--- src/rtl/rr_mux_arbiter_pkg.sv ---
// Shared definitions for the round-robin mux arbiter: sizes, FSM states and
// a one-hot helper used by the top level.
package rr_mux_arbiter_pkg;

    localparam int NUM_REQ = 4;
    localparam int SEL_W   = 2;
    localparam int HOLD_W  = 8;

    typedef enum logic [1:0] {
        IDLE  = 2'd0,
        GRANT = 2'd1,
        GAP   = 2'd2
    } state_t;

    // Decode a requester index into a one-hot grant vector.
    function automatic logic [NUM_REQ-1:0] onehot(input logic [SEL_W-1:0] idx);
        logic [NUM_REQ-1:0] vec;
        vec      = '0;
        vec[idx] = 1'b1;
        return vec;
    endfunction

endpackage : rr_mux_arbiter_pkg

--- src/rtl/rr_mux_arbiter_pick.sv ---
// Combinational round-robin picker: searches req starting one past the last
// winner and wrapping, so the last owner is always considered last.
module rr_pick
    import rr_mux_arbiter_pkg::*;
(
    input  logic [NUM_REQ-1:0] req,
    input  logic [SEL_W-1:0]   last_winner,
    output logic               valid,
    output logic [SEL_W-1:0]   winner
);

    logic [SEL_W-1:0] cand;

    // First active request at offsets 1..NUM_REQ from last_winner wins.
    always_comb begin
        valid  = 1'b0;
        winner = '0;
        cand   = '0;
        for (int i = 1; i <= NUM_REQ; i++) begin
            // Offset NUM_REQ truncates to 0, i.e. the last winner itself.
            cand = last_winner + SEL_W'(i);
            if (!valid && req[cand]) begin
                valid  = 1'b1;
                winner = cand;
            end
        end
    end

endmodule : rr_pick

--- src/rtl/rr_mux_arbiter.sv ---
// Four-requester round-robin arbiter driving a shared 1-bit mux. A tenure
// ends on request drop, done from the owner, or MAX_HOLD expiry; every
// tenure is followed by a one-cycle GAP before the next arbitration.
module rr_mux_arbiter
    import rr_mux_arbiter_pkg::*;
#(
    // Maximum grant tenure in cycles; legal range 2..255.
    parameter int unsigned MAX_HOLD = 8
)
(
    input  logic               clk,
    input  logic               rst_n,
    input  logic [NUM_REQ-1:0] req,
    input  logic [NUM_REQ-1:0] done,
    input  logic [NUM_REQ-1:0] data_in,
    output logic [NUM_REQ-1:0] grant,
    output logic [SEL_W-1:0]   sel,
    output logic               mux_out,
    output logic               busy,
    output logic               preempt
);

    localparam logic [HOLD_W-1:0] HOLD_LAST = HOLD_W'(MAX_HOLD - 1);

    state_t              state_q, state_d;
    logic [NUM_REQ-1:0]  grant_q, grant_d;
    logic [SEL_W-1:0]    sel_q, sel_d;
    logic [SEL_W-1:0]    last_winner_q, last_winner_d;
    logic [HOLD_W-1:0]   hold_cnt_q, hold_cnt_d;
    logic                busy_q, busy_d;
    logic                preempt_q, preempt_d;
    // Held low for the first edge after reset release so arbitration starts
    // on the second edge.
    logic                arb_en_q, arb_en_d;

    logic                pick_valid;
    logic [SEL_W-1:0]    pick_winner;
    logic                owner_release;
    logic                owner_expire;

    rr_pick u_pick (
        .req         (req),
        .last_winner (last_winner_q),
        .valid       (pick_valid),
        .winner      (pick_winner)
    );

    // End-of-tenure causes; only the current owner's req/done are looked at.
    always_comb begin
        owner_release = !req[sel_q] || done[sel_q];
        owner_expire  = (hold_cnt_q == HOLD_LAST);
    end

    // Next-state and next-output logic for the IDLE/GRANT/GAP machine.
    always_comb begin
        // NOTE: every variable gets a default before the case so no path
        // leaves it unassigned, which would otherwise infer a latch.
        state_d       = state_q;
        grant_d       = grant_q;
        sel_d         = sel_q;
        last_winner_d = last_winner_q;
        hold_cnt_d    = hold_cnt_q;
        preempt_d     = 1'b0;
        arb_en_d      = 1'b1;

        case (state_q)
            IDLE: begin
                if (arb_en_q && pick_valid) begin
                    state_d    = GRANT;
                    grant_d    = onehot(pick_winner);
                    sel_d      = pick_winner;
                    hold_cnt_d = '0;
                end
            end
            GRANT: begin
                if (owner_release || owner_expire) begin
                    state_d       = GAP;
                    grant_d       = '0;
                    last_winner_d = sel_q;
                    // Release by the owner outranks expiry on the same edge.
                    preempt_d     = owner_expire && !owner_release;
                end else if (hold_cnt_q != '1) begin
                    hold_cnt_d = hold_cnt_q + HOLD_W'(1);
                end
            end
            GAP: begin
                state_d = IDLE;
            end
            default: begin
                state_d = IDLE;
                grant_d = '0;
            end
        endcase

        busy_d = (state_d != IDLE);
    end

    // State and output registers; reset leaves requester 0 with first priority.
    always_ff @(posedge clk or negedge rst_n) begin
        if (!rst_n) begin
            state_q       <= IDLE;
            grant_q       <= '0;
            sel_q         <= '0;
            last_winner_q <= SEL_W'(NUM_REQ - 1);
            hold_cnt_q    <= '0;
            busy_q        <= 1'b0;
            preempt_q     <= 1'b0;
            arb_en_q      <= 1'b0;
        end else begin
            // NOTE: non-blocking assignments make every flop sample the
            // pre-edge values, independent of statement order.
            state_q       <= state_d;
            grant_q       <= grant_d;
            sel_q         <= sel_d;
            last_winner_q <= last_winner_d;
            hold_cnt_q    <= hold_cnt_d;
            busy_q        <= busy_d;
            preempt_q     <= preempt_d;
            arb_en_q      <= arb_en_d;
        end
    end

    assign grant   = grant_q;
    assign sel     = sel_q;
    assign busy    = busy_q;
    assign preempt = preempt_q;
    assign mux_out = (state_q == GRANT) ? data_in[sel_q] : 1'b0;

endmodule : rr_mux_arbiter

--- config.mk ---
export PLATFORM = sky130hd
export DESIGN_NAME = rr_mux_arbiter
export DESIGN_NICKNAME = d
export VERILOG_FILES = /design/src/rtl/rr_mux_arbiter_pkg.sv /design/src/rtl/rr_mux_arbiter_pick.sv /design/src/rtl/rr_mux_arbiter.sv
export SDC_FILE = /design/constraint.sdc
export NUM_CORES = 1
export LEC_CHECK = 0
export ABC_AREA = 1
export CELL_PAD_IN_SITES_DETAIL_PLACEMENT = 0
export CELL_PAD_IN_SITES_GLOBAL_PLACEMENT = 1
export CORE_UTILIZATION = 37
export DETAILED_ROUTE_END_ITERATION = 8
export PLACE_DENSITY = 0.78
export SLEW_MARGIN = 20
export SYNTH_ARGS = -nofsm -noshare
export SYNTH_HDL_FRONTEND = slang
export SYNTH_SLANG_ARGS = --single-unit
--- constraint.sdc ---
create_clock -name clk -period 1.9 [get_ports clk]
set_clock_uncertainty 0.2 [all_clocks]
set_input_delay 0.285 -clock clk [delete_from_list [all_inputs] [get_ports clk]]
set_output_delay 0.285 -clock clk [all_outputs]
set_load 0.05 [all_outputs]
Word-level counts from Yosys, hierarchy flattened:

Cells that the tools add are included.

* flip-flop bits (word level): 21
* input port bits: 14
* output and inout bits: 9
* word-level logic and storage cells: 85

* add/sub/neg operators: 4
* magnitude comparators: 7
* equality and inequality tests: 8
* multiplexer cells: 37
* bitwise logic cells: 1
* reduce and logical (&&, ||, !) cells: 20

Operators with widths (count)
* two-way mux 8 bit: 3
* less-than comparator 2 x 3 -> 1 bit, second input constant: 6
* case mux 8 bit (2 select lines): 1
* two-way mux 1 bit: 15
* binary-select mux 1 bit (select 2 bit): 7
* two-way mux 2 bit: 6
* case mux 4 bit (3 select lines): 1
* adder 8 x 1 -> 8 bit, second input constant: 1
* == test 8 x 3 -> 1 bit, second input constant: 1
* two-way mux 4 bit: 2
* inequality test 2 bit, second input constant: 4
* inequality test 8 bit, second input constant: 1
* logical AND 1 bit: 6
* logical NOT 1 bit: 5
* adder 2 bit, second input constant: 2
* case mux 2 bit (2 select lines): 1
* AND reduction 2 bit: 2
* AND reduction 4 bit: 1
* nonzero test 2 bit: 2
* AND reduction 3 bit: 1
* adder 2 x 1 -> 2 bit, second input constant: 1
* demux 1 bit (select 2 bit): 1
* == test 2 x 1 -> 1 bit, second input constant: 1
* == test 2 bit, second input constant: 1
* 4 further kinds: 5

Longest topological paths before layout:

* depth in word-level cells: 19
* gate-level depth with buffers: 12

Hierarchy:

From an unflattened synthesis, not the netlist that was laid out.

* cell total of the unflattened synthesis: 209
* area total of the unflattened synthesis: 1478.9 um2

By module, submodules not included
* rr_mux_arbiter: instances 1, cells each 160, area each 1188.6 um2
* rr_pick: instances 1, cells each 49, area each 290.3 um2

Worst setup path before layout:

No wires, ideal clock.

* kind: register to output
* start: register sel_q[0] (netlist: sel[0])
* end: output port mux_out
* arrival: 1743 ps
* data required time: 1415 ps
* path slack: -328 ps
* cell stages (with the launch flop): 5
* buffers on the path: 0
* path through: dfrtp_1 -> nor2_1 -> nor2_1 -> o21ai_0 -> a21oi_1

* cells in the longest elaborated chain, start to end: 3

Ends and longest elaborated chain
* start: declaration: RTL line rr_mux_arbiter.sv:27 `logic [SEL_W-1:0] sel_q, sel_d;`
* start signal: assignment: RTL line rr_mux_arbiter.sv:114 `sel_q <= sel_d;`
* binary-select mux 1 bit (select 2 bit): RTL line rr_mux_arbiter.sv:127 `assign mux_out = (state_q == GRANT) ? data_in[sel_q] : 1'b0;`
* two-way mux 1 bit (not written as such): RTL line rr_mux_arbiter.sv:127
* two-way mux 1 bit: RTL line rr_mux_arbiter.sv:127
* end: declaration: RTL line rr_mux_arbiter.sv:18 `output logic mux_out,`

Every way passes these cells. The select of a mux whose other input is x is not followed.

Worst setup path in the final report:

* start: register last_winner_q[0]
* end: register hold_cnt_q[2]

* cells in the longest elaborated chain, start to end: 16
* elaborated cells on any way between the ends: 24
* those cells by class: 3 x add/sub; 1 x eq/ne; 12 x mux; 8 x reduce/logical

Ends and longest elaborated chain
* start: declaration: RTL line rr_mux_arbiter.sv:28 `logic [SEL_W-1:0] last_winner_q, last_winner_d;`
* start signal: assignment: RTL line rr_mux_arbiter.sv:104 `last_winner_q <= SEL_W'(NUM_REQ - 1);`
* start signal: assignment: RTL line rr_mux_arbiter.sv:115 `last_winner_q <= last_winner_d;`
* adder 2 x 1 -> 2 bit: RTL line rr_mux_arbiter_pick.sv:21 `cand = last_winner + SEL_W'(i);`
* binary-select mux 1 bit (select 2 bit): RTL line rr_mux_arbiter_pick.sv:22 `if (!valid && req[cand]) begin`
* two-way mux 1 bit (not written as such): RTL line rr_mux_arbiter_pick.sv:22
* two-way mux 1 bit: RTL line rr_mux_arbiter_pick.sv:22
* logical NOT 1 bit: RTL line rr_mux_arbiter_pick.sv:22
* logical AND 1 bit: RTL line rr_mux_arbiter_pick.sv:22
* two-way mux 1 bit: RTL line rr_mux_arbiter_pick.sv:22
* logical NOT 1 bit: RTL line rr_mux_arbiter_pick.sv:22
* logical AND 1 bit: RTL line rr_mux_arbiter_pick.sv:22
* two-way mux 1 bit: RTL line rr_mux_arbiter_pick.sv:22
* logical NOT 1 bit: RTL line rr_mux_arbiter_pick.sv:22
* logical AND 1 bit: RTL line rr_mux_arbiter_pick.sv:22
* two-way mux 1 bit *: RTL line rr_mux_arbiter_pick.sv:22
* logical AND 1 bit *: RTL line rr_mux_arbiter.sv:68 `if (arb_en_q && pick_valid) begin`
* inequality test 2 bit (no line) *
* AND reduction 4 bit (no line) *
* end signal: assignment: RTL line rr_mux_arbiter.sv:116 `hold_cnt_q <= hold_cnt_d;`
* end: declaration: RTL line rr_mux_arbiter.sv:29 `logic [HOLD_W-1:0] hold_cnt_q, hold_cnt_d;`

Mark *: on every way between the ends. The rest lies on a longest branch, timed or not. The select of a mux whose other input is x is not followed.
A chain may end at the register's enable or synchronous reset.

==> results.py <==
metrics = {
    "yosys": {
        "synth_top_family_by_area": "simple AND/OR/NAND/NOR gates",
        "ys.flop_type": "dfrtp_1",
        "syn-cell-area_mm2": 0.00137,
        "syn_nets": 208,
        "async_reset_ff_frac": 1.00,
        "avgSynthCellArea_um2": 7.07,
        "yosysMostFrequentCell": "nand2_1",
        "synth-compound-area-share": 0.0706,
        "yosys-mux-area-fraction": 0,
        "synth-simple-area-share": 0.435,
        "ys_warn_count": 0,
        "ys_top_cells_by_count": "nand2_1, nand3_1, dfrtp_1",
        "syn_inst": 193,
        "synth_edf_count": 0,
        "yosys.area.top_type": "dfrtp_1",
        "ys_top_cells_by_area": "dfrtp_1, nand2_1, nand3_1",
        "synth_seq_cells": 21,
        "synth_xor_area_frac": 0.0257,
        "yosysSeqAreaShare": 0.387,
        "yosysUniqueCellTypes": 25,
        "netlist.area_leader.share": 0.348,
        "synth_fa_ha_area_frac": 0.00917,
    },
    "clocking": {
        "clock_latency_ps": 270,
        "cts_buffers": 3,
        "htree_levels": 1,
        "tritoncts": "done",
        "path_clk_slew_ps": 80,
        "root_buffer": "clkbuf_8",
        "cts_buffer_depth": 2,
        "cts.sinks": 21,
        "cts_hold_buf": 0,
    },
    "cells_and_area": {
        "regArea_um2": 529,
        "fill_cells": 333,
        "multi_input_area_um2": 827,
        "n_antenna_cell": 0,
        "area_growth_pct": 40.4,
        "drive_gt1_frac": 0.324,
        "nets": 254,
    },
    "worst_setup_path": {
        "crit_top_cell": "nand2_2",
        "slowest_delay_ps": 620,
        "path_class": "flip-flop to flip-flop",
        "endpoint_kind": "flip-flop",
        "cpMaxStageDelayCell": "dfstp_2",
        "cp_data_arrival_time_ps": 1940,
        "worst-r2r-setup-slack_ps": -30,
        "required_ps": 1910,
        "cp_cell_sequence": "inv_4 > nand2_2 > nand2_2 > nand2_2 > nand2_2 > nor2_4 > nand3_2 > nand2_4 > nand2_8 > nand2_8 > nand2_2 > nand2_1",
        "crit_fanout": 9,
        "worstSetupStartpointType": "flip-flop",
    },
    "routing": {
        "viasPerCell": 4.83,
        "postRouteAntennaNets": 0,
        "drc": 0,
        "avgRoutedWirePerCell_um": 12.1,
        "wl_met2_um": 1510,
        "drt_iter0_drc": 102,
        "vias": 1372,
        "wl_met3_um": 234,
        "top_layer": "met4",
        "wl_met1_um": 1670,
        "wirelength_um": 3440,
        "firstDrtPassIters": 4,
    },
    "status": {
        "status": "finished with violations",
        "failed_checks": "negative setup slack",
    },
    "floorplanning": {
        "die_h_um": 62.7,
        "ios": 23,
        "initial_utilization": 0.397,
        "die_area_mm2": 0.00394,
        "die_w_um": 62.7,
        "core_area_mm2": 0.00344,
        "rows": 21,
    },
    "global_routing": {
        "grt_overflow": 0,
        "grt_pass1_vias": 1333,
        "grtUsageTotal": 0.192,
        "grt_max_degree": 22,
        "grt_pass1_wl_um": 6020,
        "antenna_found_initial": 0,
    },
    "placed_design": {
        "io_buffer_count": 22,
        "gp_congestion": 0.863,
        "hpwl_um": 2620,
    },
    "sta": {
        "hold_viol": 0,
        "clock.fmax_mhz": 519,
        "layout_setup_ws_ps": -28.6,
        "layout_min_cycle_time_ps": 1930,
        "fin_hold_ws_ps": 152,
        "maxSlewViolCount": 0,
        "setup_viol": 8,
        "rsz0062_at_grt": "true",
        "setup_tns_ps": -139,
        "min_period_over_period": 1.02,
    },
    "power": {
        "p_leak_nw": 0.929,
        "p_per_area_mw_per_mm2": 1610,
        "vdd_ir_drop_max_v": 0.000839,
    },
    "worst_hold_path": {
        "min_path_type": "input port to asynchronous set/reset pin",
    },
    "job": {
        "maxCapViolCount": 0,
    },
}
-- registers in the layout, indices dropped and copies added (netlist names) --
name           count
busy               1
sel                2
state_q            2
grant              4
preempt            1
hold_cnt_q         8
arb_en_q           1
last_winner_q      2
-- per-layer routing --
metal  vias up  global-route usage
li1        700                   -
met1       625               0.269
met2        42               0.299
met3         5              0.0401
met4         0              0.0494
met5         -                   0
-- worst paths after layout --
kind,from,cells past startpoint,to
worst max-delay path,last_winner_q[0]$_DFFE_PN1N_,12,hold_cnt_q[2]$_DFFE_PN0P_
worst min-delay path,rst_n,2,hold_cnt_q[0]$_DFFE_PN0P_
max in group asynchronous,rst_n,2,last_winner_q[1]$_DFFE_PN1N_
worst min register to register,grant[3]$_DFFE_PN0P_,2,grant[3]$_DFFE_PN0P_
worst max register to register,last_winner_q[0]$_DFFE_PN1N_,12,hold_cnt_q[2]$_DFFE_PN0P_
min in group clk,grant[3]$_DFFE_PN0P_,2,grant[3]$_DFFE_PN0P_
-- timing repair --
action,CTS,global route
gates resized for setup,24,8
setup buffers,6,0
setup endpoints to repair,14,19
pin swaps,9,1
hold endpoints to repair,0,0
-- through the flow --
| stage | instance area (um2) | worst slack (ps) | utilization | instances | power, W |
|---|---|---|---|---|---|
| finish | 1920 | -28.6 | 0.557 | 284 | 0.00308 |
| global route | 1920 | -148 | 0.557 | 284 | 0.00333 |
| CTS | 1900 | -22.5 | 0.553 | 284 | 0.00303 |
| detailed placement | 1740 | -215 | 0.505 | 274 | 0.00248 |
| global placement | 1740 | -187 | 0.505 | 274 | 0.00244 |
| floorplan | 1380 | 11.2 | - | 193 | 0.00192 |
-- where the power goes --
part / total, W / leakage (nW) / switching (W) / internal (W)
registers: 0.000719 / 0.271 / 0.000134 / 0.000585
clock network: 0.000298 / 0.0255 / 0.000152 / 0.000146
logic: 0.00206 / 0.633 / 0.00125 / 0.000806
-- placed cells by master (no fill, tap or decap), types with 2 or more instances in the layout --
cell / n
buf_4: 27
nor2_4: 2
xnor2_1: 2
inv_1: 13
nand2_2: 20
nand3_1: 22
dfstp_2: 2
nand3_2: 3
nor2_1: 14
clkbuf_8: 3
xor2_1: 2
nand2_8: 2
nor2_2: 2
nand2_4: 2
o21ai_0: 9
clkdlybuf4s50_1: 13
buf_6: 3
nand4_1: 2
dfrtp_1: 18
o21ai_1: 4
nor3b_1: 3
inv_2: 4
nand2_1: 55
-- worst max-delay path, delay by kind of cell, from the launching register on --
family                 cells  cell delay (ps)
buffers and inverters      1               80
flip-flops                 1              620
AND/OR/NAND/NOR           11              960
-- area by class of cell --
class	instances	area share
inverter	18	0.0366
timing repair buffer	44	0.202
tap	46	0.0300
clock inverter	1	0.00261
sequential	21	0.276
multi-input combinational	151	0.431
clock buffer	3	0.0215
-- logic make-up (layout without fill, tap and decap cells) --
group                    Yosys count  after routing
adder cells (fa/ha/maj)            1              1
XOR/XNOR                           4              4
other                              1              1
AO/OA/AOI/OAI                     17             17
buffers and inverters             21             66
flip-flops                        21             21
AND/OR/NAND/NOR                  128            128
Power figures use the tool's default switching activity.
